===== src/rtl/mem_stage_pkg.sv =====
// Shared definitions for the MEM pipeline stage: load encodings, bus widths
// and the register-file / forwarding zip layouts.
package mem_stage_pkg;

    localparam int PASS_W_DEF    = 109;
    localparam int DISCARD_W_DEF = 2;
    localparam int RF_ZIP_W      = 39;
    localparam int FWD_W         = 39;

    typedef enum logic [2:0] {
        LD_NONE = 3'b000,
        LD_B    = 3'b001,
        LD_BU   = 3'b010,
        LD_H    = 3'b011,
        LD_HU   = 3'b100,
        LD_W    = 3'b101
    } ld_type_e;

    typedef struct packed {
        logic        blk;
        logic        we;
        logic [4:0]  waddr;
        logic [31:0] wdata;
    } fwd_t;

    typedef struct packed {
        logic        csr_re;
        logic        we;
        logic [4:0]  waddr;
        logic [31:0] wdata;
    } rf_zip_t;

    function automatic int ms2ws_bus_w(input int pass_w);
        return 64 + pass_w;
    endfunction

endpackage


===== src/rtl/mem_load_align.sv =====
// Byte/half/word select and sign/zero extension of load data.
module mem_load_align
    import mem_stage_pkg::*;
(
    input  ld_type_e    ld_type_i,
    input  logic [1:0]  sel_i,
    input  logic [31:0] rdata_i,
    input  logic [31:0] vaddr_i,
    output logic [31:0] wdata_o
);

    logic [7:0]  byte_sel;
    logic [15:0] half_sel;

    always_comb begin
        case (sel_i)
            2'd0:    byte_sel = rdata_i[7:0];
            2'd1:    byte_sel = rdata_i[15:8];
            2'd2:    byte_sel = rdata_i[23:16];
            default: byte_sel = rdata_i[31:24];
        endcase
        half_sel = sel_i[1] ? rdata_i[31:16] : rdata_i[15:0];
    end

    always_comb begin
        wdata_o = vaddr_i;
        case (ld_type_i)
            LD_B:    wdata_o = {{24{byte_sel[7]}}, byte_sel};
            LD_BU:   wdata_o = {24'd0, byte_sel};
            LD_H:    wdata_o = {{16{half_sel[15]}}, half_sel};
            LD_HU:   wdata_o = {16'd0, half_sel};
            LD_W:    wdata_o = rdata_i;
            default: wdata_o = vaddr_i;
        endcase
    end

endmodule


===== src/rtl/mem_stage.sv =====
// MEM stage: waits for data SRAM responses, aligns load data, forwards to ID
// and drops responses that belong to instructions flushed from WB.
module mem_stage
    import mem_stage_pkg::*;
#(
    parameter int PASS_W    = PASS_W_DEF,
    parameter int DISCARD_W = DISCARD_W_DEF
) (
    input  logic                 clk,
    input  logic                 reset,
    input  logic                 es2ms_valid,
    output logic                 ms_allowin,
    input  logic [31:0]          es_pc,
    input  logic [31:0]          es_vaddr,
    input  logic [PASS_W-1:0]    es_pass,
    input  logic                 es_has_exc,
    input  logic                 es_mem_req,
    input  logic [2:0]           es_ld_type,
    input  logic                 es_csr_re,
    input  logic                 es_rf_we,
    input  logic [4:0]           es_rf_waddr,
    input  logic                 data_sram_data_ok,
    input  logic [31:0]          data_sram_rdata,
    input  logic                 ws_allowin,
    output logic                 ms2ws_valid,
    output logic [64+PASS_W-1:0] ms2ws_bus,
    output logic [RF_ZIP_W-1:0]  ms_rf_zip,
    output logic [FWD_W-1:0]     ms_fwd,
    output logic                 ms_ex,
    input  logic                 wb_flush
);

    logic                 ms_valid_q, ms_valid_d;
    logic [31:0]          pc_q, pc_d;
    logic [31:0]          vaddr_q, vaddr_d;
    logic [PASS_W-1:0]    pass_q, pass_d;
    logic                 has_exc_q, has_exc_d;
    logic                 mem_req_q, mem_req_d;
    ld_type_e             ld_type_q, ld_type_d;
    logic                 csr_re_q, csr_re_d;
    logic                 rf_we_q, rf_we_d;
    logic [4:0]           waddr_q, waddr_d;
    logic                 got_data_q, got_data_d;
    logic [31:0]          data_buf_q, data_buf_d;
    logic [DISCARD_W-1:0] discard_q, discard_d;

    logic        disc_zero, ready_go, leave, latch, wait_rsp, cap, inc, dec;
    logic [31:0] rdata_sel, wdata;
    fwd_t        fwd;
    rf_zip_t     zip;

    assign disc_zero   = (discard_q == '0);
    assign ready_go    = ~mem_req_q | got_data_q | (data_sram_data_ok & disc_zero);
    assign ms_allowin  = ~ms_valid_q | (ready_go & ws_allowin);
    assign ms2ws_valid = ms_valid_q & ready_go & ~wb_flush;
    assign leave       = ms_valid_q & ready_go & ws_allowin;
    assign latch       = es2ms_valid & ms_allowin;
    assign wait_rsp    = ms_valid_q & mem_req_q & ~got_data_q;
    assign cap         = data_sram_data_ok & disc_zero & wait_rsp & ~leave;
    // A flushed request still owes us a response; count it so it is dropped later.
    assign inc         = wb_flush & wait_rsp & ~data_sram_data_ok;
    assign dec         = data_sram_data_ok & ~disc_zero;

    always_comb begin
        ms_valid_d = ms_valid_q;
        if (wb_flush)
            ms_valid_d = 1'b0;
        else if (ms_allowin)
            ms_valid_d = es2ms_valid;

        pc_d      = pc_q;
        vaddr_d   = vaddr_q;
        pass_d    = pass_q;
        has_exc_d = has_exc_q;
        mem_req_d = mem_req_q;
        ld_type_d = ld_type_q;
        csr_re_d  = csr_re_q;
        rf_we_d   = rf_we_q;
        waddr_d   = waddr_q;
        if (latch) begin
            pc_d      = es_pc;
            vaddr_d   = es_vaddr;
            pass_d    = es_pass;
            has_exc_d = es_has_exc;
            mem_req_d = es_mem_req & ~es_has_exc;
            ld_type_d = ld_type_e'(es_ld_type);
            csr_re_d  = es_csr_re;
            rf_we_d   = es_rf_we;
            waddr_d   = es_rf_waddr;
        end

        got_data_d = got_data_q;
        data_buf_d = data_buf_q;
        if (wb_flush || leave)
            got_data_d = 1'b0;
        else if (cap)
            got_data_d = 1'b1;
        if (cap)
            data_buf_d = data_sram_rdata;

        discard_d = discard_q;
        case ({inc, dec})
            2'b10:   if (discard_q != '1) discard_d = discard_q + 1'b1;
            2'b01:   discard_d = discard_q - 1'b1;
            default: discard_d = discard_q;
        endcase
    end

    always_ff @(posedge clk or posedge reset) begin
        if (reset) begin
            ms_valid_q <= 1'b0;
            pc_q       <= '0;
            vaddr_q    <= '0;
            pass_q     <= '0;
            has_exc_q  <= 1'b0;
            mem_req_q  <= 1'b0;
            ld_type_q  <= LD_NONE;
            csr_re_q   <= 1'b0;
            rf_we_q    <= 1'b0;
            waddr_q    <= '0;
            got_data_q <= 1'b0;
            data_buf_q <= '0;
            discard_q  <= '0;
        end else begin
            ms_valid_q <= ms_valid_d;
            pc_q       <= pc_d;
            vaddr_q    <= vaddr_d;
            pass_q     <= pass_d;
            has_exc_q  <= has_exc_d;
            mem_req_q  <= mem_req_d;
            ld_type_q  <= ld_type_d;
            csr_re_q   <= csr_re_d;
            rf_we_q    <= rf_we_d;
            waddr_q    <= waddr_d;
            got_data_q <= got_data_d;
            data_buf_q <= data_buf_d;
            discard_q  <= discard_d;
        end
    end

    assign rdata_sel = got_data_q ? data_buf_q : data_sram_rdata;

    mem_load_align u_align (
        .ld_type_i (ld_type_q),
        .sel_i     (vaddr_q[1:0]),
        .rdata_i   (rdata_sel),
        .vaddr_i   (vaddr_q),
        .wdata_o   (wdata)
    );

    always_comb begin
        zip.csr_re = csr_re_q;
        zip.we     = rf_we_q & ms_valid_q & ~has_exc_q;
        zip.waddr  = waddr_q;
        zip.wdata  = wdata;

        // ID must stall on a CSR read or a load still waiting for its data.
        fwd.blk    = ms_valid_q & rf_we_q & (csr_re_q | ((ld_type_q != LD_NONE) & ~ready_go));
        fwd.we     = zip.we;
        fwd.waddr  = waddr_q;
        fwd.wdata  = wdata;
    end

    assign ms_rf_zip = zip;
    assign ms_fwd    = fwd;
    assign ms2ws_bus = {vaddr_q, pc_q, pass_q};
    assign ms_ex     = ms_valid_q & has_exc_q;

endmodule


===== config.mk =====
export PLATFORM = sky130hd
export DESIGN_NAME = mem_stage
export DESIGN_NICKNAME = d
export VERILOG_FILES = /design/src/rtl/mem_stage_pkg.sv /design/src/rtl/mem_load_align.sv /design/src/rtl/mem_stage.sv
export SDC_FILE = /design/constraint.sdc
export NUM_CORES = 1
export LEC_CHECK = 0
export ABC_CLOCK_PERIOD_IN_PS = 18300
export BUFFER_PORTS_ARGS = -buffer_cell sky130_fd_sc_hd__clkbuf_2
export CAP_MARGIN = 25
export CORE_AREA = 8 8 180 182
export DETAILED_ROUTE_END_ITERATION = 10
export DIE_AREA = 0 0 188 190
export SLEW_MARGIN = 20
export SYNTH_ARGS = -nofsm -noshare
export SYNTH_HDL_FRONTEND = slang
export SYNTH_SLANG_ARGS = --single-unit

===== constraint.sdc =====
create_clock -name clk -period 18.3 [get_ports clk]
set_clock_uncertainty 0.2 [all_clocks]
set_input_delay 0.915 -clock clk [delete_from_list [all_inputs] [get_ports clk]]
set_output_delay 0.915 -clock clk [all_outputs]
set_load 0.005 [all_outputs]

==> flow_summary.json, run 1 <==
{
  "status": "completed",
  "drive_above_1_share": 0.6157,
  "fillers": 2788,
  "yosysTopAreaCellShare": 0.5328,
  "rows": 63,
  "start_util": 0.3530,
  "syn_nets": 1000,
  "syn_area_per_cell_um2": 13.36,
  "holdPathEnd": "pass_q[56]$_DFFE_PP0P_",
  "crit_path_start_kind": "flip-flop",
  "root_buffer": "clkbuf_16",
  "met2_length_um": 17730,
  "dpl.hpwl_um": 26620,
  "fp.coreArea_mm2": 0.02940,
  "drt-wirelength-per-cell_um": 21.60,
  "post-route-period-util": 0.2446,
  "grt_pass1_wl_um": 52460,
  "synth.top_cells.by_count": "dfrtp_1 (221), mux2_2 (200), nor2_1 (62), buf_4 (54), a21oi_1 (34)",
  "top_layer_used": "met4",
  "setup.worst_path.end_class": "output pin",
  "dieArea_mm2": 0.03572,
  "fp.dieW_um": 188,
  "path_max_fanout": 56,
  "gp_congestion": 0.7955,
  "reg2reg_from": "got_data_q$_DFFE_PP0P_",
  "wl_met3_um": 2888,
  "cts_resized": 0,
  "postCtsSetupRepairBufs": 0,
  "final_max_slew_viol_count": 0,
  "final_core_util": 0.4658,
  "path_clk_slew_ns": 0.06,
  "gr-total-overflow": 0,
  "io-pin-count": 477,
  "hold_viol": 0,
  "routed_wl_um": 34840,
  "ant_nets": 0,
  "cts_tree": "built",
  "setup_tns_ns": 0,
  "grt_start_max_net_pins": 109,
  "drv_cap": 0,
  "p_leak_uw": 0.006535,
  "setup_viol": 0,
  "drt_iter0_drc": 285,
  "ir_drop_mv": 0.06415,
  "min_path_type": "flip-flop to flip-flop",
  "die_h_um": 190,
  "yosysTopAreaCell": "dfrtp_1",
  "ys_ff_latch": 221,
  "slew_headroom": 0.3360,
  "antenna_found_initial": 0,
  "required_ns": 17.19,
  "worst_pin_slew_ns": 0.9960,
  "timing.final.crit_period_ns": 4.476,
  "ys_warn_count": 0,
  "reg2reg_to": "pass_q[92]$_DFFE_PP0P_",
  "synth-edff-count": 0,
  "clk_latency_ns": 0.52,
  "ys.flop_type": "dfrtp_1",
  "portBuffers": 476,
  "vias_per_cell": 4.879,
  "rsz0062_at_grt": "false",
  "register_area_mm2": 0.005534,
  "cp.arrival_ns": 3.36,
  "async_reset_ff_frac": 1.000,
  "multi_input_area_mm2": 0.004224,
  "criticalPathCategory": "flip-flop to output pin",
  "cts_max_path_buffers": 3,
  "synthCells": 777,
  "hp-start": "pass_q[56]$_DFFE_PP0P_",
  "htree_levels": 1,
  "synth_seq_area_share": 0.5328,
  "grt_pass1_vias": 8503,
  "numCtsBuffers": 27,
  "antenna_cells": 0,
  "first_pass_iters": 4,
  "area_growth_pct": 31.93,
  "hold_buffers": 0,
  "yosysMostFrequentCell": "dfrtp_1",
  "r2r_cells": 6,
  "r2r_slack_ns": 14.32,
  "syn_area_mm2": 0.01038,
  "drc": 0,
  "fmax_ghz": 0.2234,
  "clock-sinks": 221,
  "powerDensity_mw_per_mm2": 114.9,
  "grtUsageTotal": 0.1867,
  "via_count": 7870,
  "min_path_cells": 1,
  "wl_met1_um": 13670,
  "synth_cell_types": 44,
  "fin_nets": 1428,
  "synth.area.top_cells": "dfrtp_1 (53%), mux2_2 (22%), buf_4 (3.9%)"
}
## registers in the layout, summed over array words and instances (netlist names), 2 cells and up
| register | flops |
|---|---|
| pass_q | 109 |
| data_buf_q | 32 |
| pc_q | 32 |
| vaddr_q | 32 |
| waddr_q | 5 |
| ld_type_q | 3 |
| discard_q | 2 |
## placed cells by master (no fill, tap or decap), types with 2 or more instances in the layout
master and n:
bufinv_16 5, a211oi_1 9, a221oi_1 6, buf_4 10, a31oi_1 5, clkinv_2 6, nor3_1 18, o21ai_0 12
a21oi_1 34, nor2_1 62, mux4_2 16, nand2_1 9, clkbuf_1 4, nand3_1 2, nand2b_1 3, a22oi_1 2
clkbuf_2 476, dfrtp_1 220, mux2_2 200, clkbuf_8 4, nor2b_1 6, inv_1 4, mux2i_1 28, mux2_1 25
clkbuf_16 27, and2_1 5
## routing by layer
metal / vias to the layer above / GRT usage
li1: 3604 / -
met1: 3908 / 0.2199
met2: 314 / 0.3271
met3: 44 / 0.06133
met4: 0 / 0.04121
met5: - / 0
## layout make-up
type	instances	share of cell area
Clock buffer	35	0.05445
Clock inverter	12	0.01370
Inverter	5	0.001919
Multi-Input combinational cell	462	0.3085
Sequential cell	221	0.4041
Tap cell	390	0.03563
Timing Repair Buffer	488	0.1817
## critical path: stages, from the launching register on
cell      delay [ns]
dfrtp_4         1.01
mux4_2          0.38
and2_1          0.61
nor3_1          0.15
a21oi_1         0.44
clkbuf_2        0.20
## where the power goes
group	switching, uW	internal [uW]
combinational	191	191
sequential	56.8	569
clock	210	355
total	457	1120
## kinds of logic (layout without fill, tap and decap cells)
group,count (synthesis),after routing,share of synthesized area
AO/OA/AOI/OAI,77,77,0.04629
XOR/XNOR,2,2,0.001688
adder cells (fa/ha/maj),1,1,0.0009644
buffers and inverters,94,540,0.06027
flip-flops,221,221,0.5328
multiplexers,269,269,0.3058
AND/OR/NAND/NOR,113,113,0.05220
## metrics by stage
step / cell area (um^2) / power [uW] / worst slack [ns] / hold WS, ns / cells
2_1_floorplan: 10380 / 852.8 / 11.14 / 0.2752 / 777
3_3_place_gp: 12730 / 1016 / 14.23 / 0.2681 / 1564
3_5_place_dp: 12730 / 1023 / 14.22 / 0.2796 / 1564
4_1_cts: 13660 / 1599 / 13.75 / 0.2997 / 1611
5_1_grt: 13690 / 1660 / 13.62 / 0.3126 / 1613
6_report: 13690 / 1573 / 13.82 / 0.2978 / 1613
## worst max path at each step
| stage | startpoint | to | slack (ns) |
|---|---|---|---|
| floorplan | reset | csr_re_q$_DFFE_PP0P_ | 11.14 |
| global placement | data_sram_data_ok | pass_q[71]$_DFFE_PP0P_ | 14.23 |
| detailed placement | data_sram_data_ok | pass_q[90]$_DFFE_PP0P_ | 14.22 |
| CTS | got_data_q$_DFFE_PP0P_ | ms_rf_zip[20] | 13.75 |
| global route | got_data_q$_DFFE_PP0P_ | ms_fwd[27] | 13.62 |
| finish | got_data_q$_DFFE_PP0P_ | ms_fwd[27] | 13.82 |
Power figures use the tool's default switching activity.
==> run 2: changes to the inputs <==
Settings changed: ABC_CLOCK_PERIOD_IN_PS 18300 to 3600, CORE_AREA 8 8 180 182 to 8 8 179 181, DIE_AREA 0 0 188 190 to 0 0 187 189, PLACE_DENSITY from default to 0.66.
Clock period 18.3 ns to 3.6 ns, I/O delays scaled along.
==> flow_summary.json, run 2 (synthesized netlist as in run 1, its figures left out) <==
{
  "grt_pass1_vias": 10129,
  "final_core_util": 0.5442,
  "register_area_mm2": 0.005534,
  "min_path_type": "input port to async pin",
  "dieArea_mm2": 0.03534,
  "fin_area_mm2": 0.01592,
  "start_util": 0.3549,
  "final_common_cell": "clkbuf_2",
  "largest_reg_flops": 109,
  "rows": 63,
  "antenna_found_initial": 7,
  "whs_ns": 0.1438,
  "io-pin-count": 477,
  "r2r_cells": 5,
  "fp.coreArea_mm2": 0.02924,
  "portBuffers": 476,
  "drv_cap": 0,
  "htree_levels": 1,
  "reg2reg_to": "pass_q[82]$_DFFE_PP0P_",
  "routed_wl_um": 38470,
  "wl_met1_um": 14730,
  "root_buffer": "clkbuf_16",
  "gp_congestion": 0.8698,
  "vias_per_cell": 4.888,
  "drc": 0,
  "path_clk_slew_ns": 0.06,
  "setup.worst_path.end_class": "output pin",
  "worst_pin_slew_ns": 0.8112,
  "grt_start_max_net_pins": 123,
  "rsz0062_at_grt": "false",
  "cts_max_path_buffers": 3,
  "total_power_uw": 8103,
  "setup_tns_ns": 0,
  "final_max_slew_viol_count": 0,
  "via_count": 9003,
  "p_leak_uw": 0.007443,
  "fmax_ghz": 0.2949,
  "timing.final.crit_period_ns": 3.391,
  "wl_met3_um": 2615,
  "first_pass_iters": 4,
  "regMostFlops": "pass_q",
  "clk_latency_ns": 0.54,
  "dpl.hpwl_um": 26980,
  "clock-sinks": 221,
  "gr-total-overflow": 0,
  "slew_headroom": 0.4592,
  "ant_nets": 0,
  "drt_iter0_drc": 315,
  "area_growth_pct": 53.33,
  "cp.arrival_ns": 3.01,
  "status": "completed",
  "fin_nets": 1650,
  "drive_above_1_share": 0.5183,
  "ir_drop_mv": 0.3906,
  "drt-wirelength-per-cell_um": 20.89,
  "fillers": 2406,
  "postCtsSetupRepairBufs": 0,
  "die_h_um": 189,
  "met2_length_um": 19800,
  "hold_viol": 0,
  "setup_viol": 0,
  "dpl_cell_area_mm2": 0.01280,
  "required_ns": 3.22,
  "grt_pass1_wl_um": 59010,
  "crit_path_start_kind": "flip-flop",
  "path_max_fanout": 17,
  "reg2reg_from": "got_data_q$_DFFE_PP0P_",
  "grtUsageTotal": 0.2084,
  "powerDensity_mw_per_mm2": 509.1,
  "criticalPathCategory": "flip-flop to output pin",
  "r2r_slack_ns": 0.98,
  "top_layer_used": "met5",
  "multi_input_area_mm2": 0.004224,
  "fp.dieW_um": 187,
  "numCtsBuffers": 26,
  "layout_common_cells": "clkbuf_2 (476), dlygate4sd3_1 (222), dfrtp_1 (220)",
  "cts_tree": "built",
  "post-route-period-util": 0.9419
}
-- run 2: cell count changes in the layout (fill, tap and decap cells not counted), moves of 2 or more --
cell	change
clkinv_2	-3
clkbuf_1	+5
diode_2	+5
dlygate4sd3_1	+222
bufinv_16	-2
buf_12	+3
-- run 2: metal layers --
layer	track usage	up-vias
met5	0	-
met4	0.07605	4
met3	0.06236	69
met2	0.3683	354
met1	0.2357	4510
li1	-	4066
-- run 2: area by class of cell --
type | count | area share
tap | 390 | 0.03066
sequential | 221 | 0.3477
clock buffer | 40 | 0.04733
inverter | 5 | 0.001415
antenna | 5 | 0.0007862
timing repair buffer | 711 | 0.2986
clock inverter | 8 | 0.008097
multi-input combinational | 462 | 0.2654
-- run 2: how the worst max path moves through the flow --
stage                                        start              endpoint  slack [ns]  cells past startpoint
after floorplan                              reset  csr_re_q$_DFFE_PP0P_        0.34                      1
final                     ld_type_q[2]$_DFFE_PP0P_            ms_fwd[11]        0.21                      6
after global routing      ld_type_q[2]$_DFFE_PP0P_         ms_rf_zip[11]        0.02                      6
after global placement    ld_type_q[2]$_DFFE_PP0P_            ms_fwd[11]        0.83                      6
after CTS                 ld_type_q[2]$_DFFE_PP0P_            ms_fwd[11]        0.21                      6
after detailed placement  ld_type_q[2]$_DFFE_PP0P_            ms_fwd[11]        0.78                      6
-- run 2: repair_timing --
item,CTS,global route
hold buffers,222,0
endpoints found under the hold margin,252,0
gates resized for setup,0,0
-- run 2: stage by stage --
stage / instances / worst slack [ns]
final: 1842 / 0.2090
after global routing: 1842 / 0.01812
after CTS: 1837 / 0.2112
after detailed placement: 1567 / 0.7776
after global placement: 1567 / 0.8258
after floorplan: 777 / 0.3379
-- run 2: critical path, cell delays in order, from the launching register on --
cell and delay, ns:
dfrtp_1 0.64, nand3b_1 0.65, buf_4 0.40, nor2_1 0.10
a211oi_1 0.05, a21oi_1 0.43, clkbuf_2 0.20
-- run 2: where the power goes --
part	internal (uW)	total, uW	leakage (uW)	switching [uW]
combinational	1140	2180	0.00439	1040
sequential	2890	3210	0.00262	319
clock	1650	2710	0.000428	1060
==> run 3: changes to the inputs <==
Settings changed: CTS_BUF_LIST from default to sky130_fd_sc_hd__clkbuf_16, RECOVER_POWER from default to 25.
==> flow_summary.json, run 3 (synthesized netlist as in run 1, its figures left out) <==
{
  "cts_resized": 0,
  "setup.worst_path.end_class": "output pin",
  "crit_family": "simple AND/OR/NAND/NOR gates",
  "die_h_um": 189,
  "start_util": 0.3549,
  "drt_iter0_drc": 332,
  "drv_cap": 1,
  "p_leak_uw": 0.007065,
  "fin_area_mm2": 0.01570,
  "dieArea_mm2": 0.03534,
  "routed_wl_um": 38420,
  "worst_pin_slew_ns": 1.540,
  "via_count": 8973,
  "dpl_cell_area_mm2": 0.01280,
  "io-pin-count": 477,
  "grt_pass1_vias": 10081,
  "powerDensity_mw_per_mm2": 503.7,
  "hold_viol": 0,
  "timing.final.crit_period_ns": 3.339,
  "gp_congestion": 0.8698,
  "final_common_cell": "clkbuf_2",
  "failed_checks": "max-capacitance violations, max-slew violations",
  "setup_tns_ns": 0,
  "grtUsageTotal": 0.2089,
  "post-route-period-util": 0.9274,
  "whs_ns": 0.2074,
  "hold_buffers": 222,
  "pre_cts_ws_ns": 0.7776,
  "criticalPathCategory": "flip-flop to output pin",
  "fin_ws_ns": 0.2615,
  "drive_above_1_share": 0.4250,
  "root_buffer": "clkbuf_16",
  "required_ns": 3.22,
  "fp.coreArea_mm2": 0.02924,
  "fin_nets": 1650,
  "postCtsSetupRepairBufs": 0,
  "regMostFlops": "pass_q",
  "antenna_found_initial": 7,
  "drt-wirelength-per-cell_um": 20.85,
  "path_max_fanout": 17,
  "crit_path_start_kind": "flip-flop",
  "grt_start_max_net_pins": 123,
  "crit_path_max_incr_delay_ns": 0.65,
  "cts_tree": "built",
  "ir_drop_mv": 0.3953,
  "critPathBufInv": 2,
  "rsz0062_at_grt": "false",
  "min_path_type": "input port to flip-flop",
  "clk_latency_ns": 0.54,
  "cp.arrival_ns": 2.96,
  "ant_nets": 0,
  "status": "complete, but fails checks",
  "portBuffers": 476,
  "critPathSlowestCell": "nand3b_1",
  "total_power_uw": 7909,
  "numCtsBuffers": 26,
  "htree_levels": 1,
  "grt_pass1_wl_um": 59240,
  "vias_per_cell": 4.869,
  "first_pass_iters": 5,
  "crit_chain": "nand3b_1, buf_4, nor2_1, a211oi_1, a21oi_1, clkbuf_2",
  "largest_reg_flops": 109,
  "rows": 63,
  "fp.dieW_um": 187,
  "cts_max_path_buffers": 3,
  "gr-total-overflow": 0,
  "fmax_ghz": 0.2995,
  "layout_common_cells": "clkbuf_2 (346), dlygate4sd3_1 (222), dfrtp_1 (220)",
  "path_clk_slew_ns": 0.06,
  "slew_headroom": -0.03253,
  "final_max_slew_viol_count": 32,
  "clock-sinks": 221,
  "drc": 0,
  "dpl.hpwl_um": 26980,
  "area_growth_pct": 51.28,
  "setup_viol": 0
}
## run 3: cell types whose count changed in the layout (fill, tap and decap cells not counted), sizes merged
cell and change:
clkbuf -15, inv +9, clkinv +5, buf +1
diode +1
## run 3: tightest hold or removal path, delay by kind of cell
family	cells	cell delay, ns
buffers and inverters	2	0.62
multiplexers	1	0.11
## run 3: through the flow
step / util / cells
final: 0.5369 / 1843
after global routing: 0.5369 / 1842
after CTS: 0.5421 / 1837
after detailed placement: 0.4376 / 1567
after global placement: 0.4376 / 1567
after floorplan: - / 777
## run 3: final cells by class
cell class                      instances  area (um^2)
Inverter                                5        20.02
Fill cell                            2517        13540
Clock inverter                         22        181.4
Multi-Input combinational cell        462         4224
Timing Repair Buffer                  711         4589
Sequential cell                       221         5534
Clock buffer                           26        650.6
Tap cell                              390        488.0
Antenna cell                            6        15.01
## run 3: layer usage
layer  global-route usage  share of wire  wire length, um
met5                    0        0.00026               10
met4              0.07453          0.036             1379
met3              0.06015          0.066             2527
met2               0.3682           0.51            19720
met1               0.2391           0.38            14780
## run 3: worst paths after layout
kind	start	end	slack, ns	depth (start not counted)
setup reg to reg	got_data_q$_DFFE_PP0P_	pass_q[82]$_DFFE_PP0P_	0.94	5
setup / recovery	ld_type_q[2]$_DFFE_PP0P_	ms_fwd[11]	0.26	6
min in group asynchronous	reset	pass_q[101]$_DFFE_PP0P_	0.37	3
hold / removal	es_vaddr[13]	vaddr_q[13]$_DFFE_PP0P_	0.21	3
max in group asynchronous	reset	discard_q[1]$_DFFE_PP0P_	1.64	4
hold reg to reg	pass_q[59]$_DFFE_PP0P_	pass_q[59]$_DFFE_PP0P_	0.29	1
## run 3: report_power, final
part | switching (uW) | leakage [uW] | internal [uW]
clock | 1050 | 0.000437 | 1520
combinational | 1040 | 0.00401 | 1080
sequential | 319 | 0.00262 | 2890
total | 2410 | 0.00707 | 5500
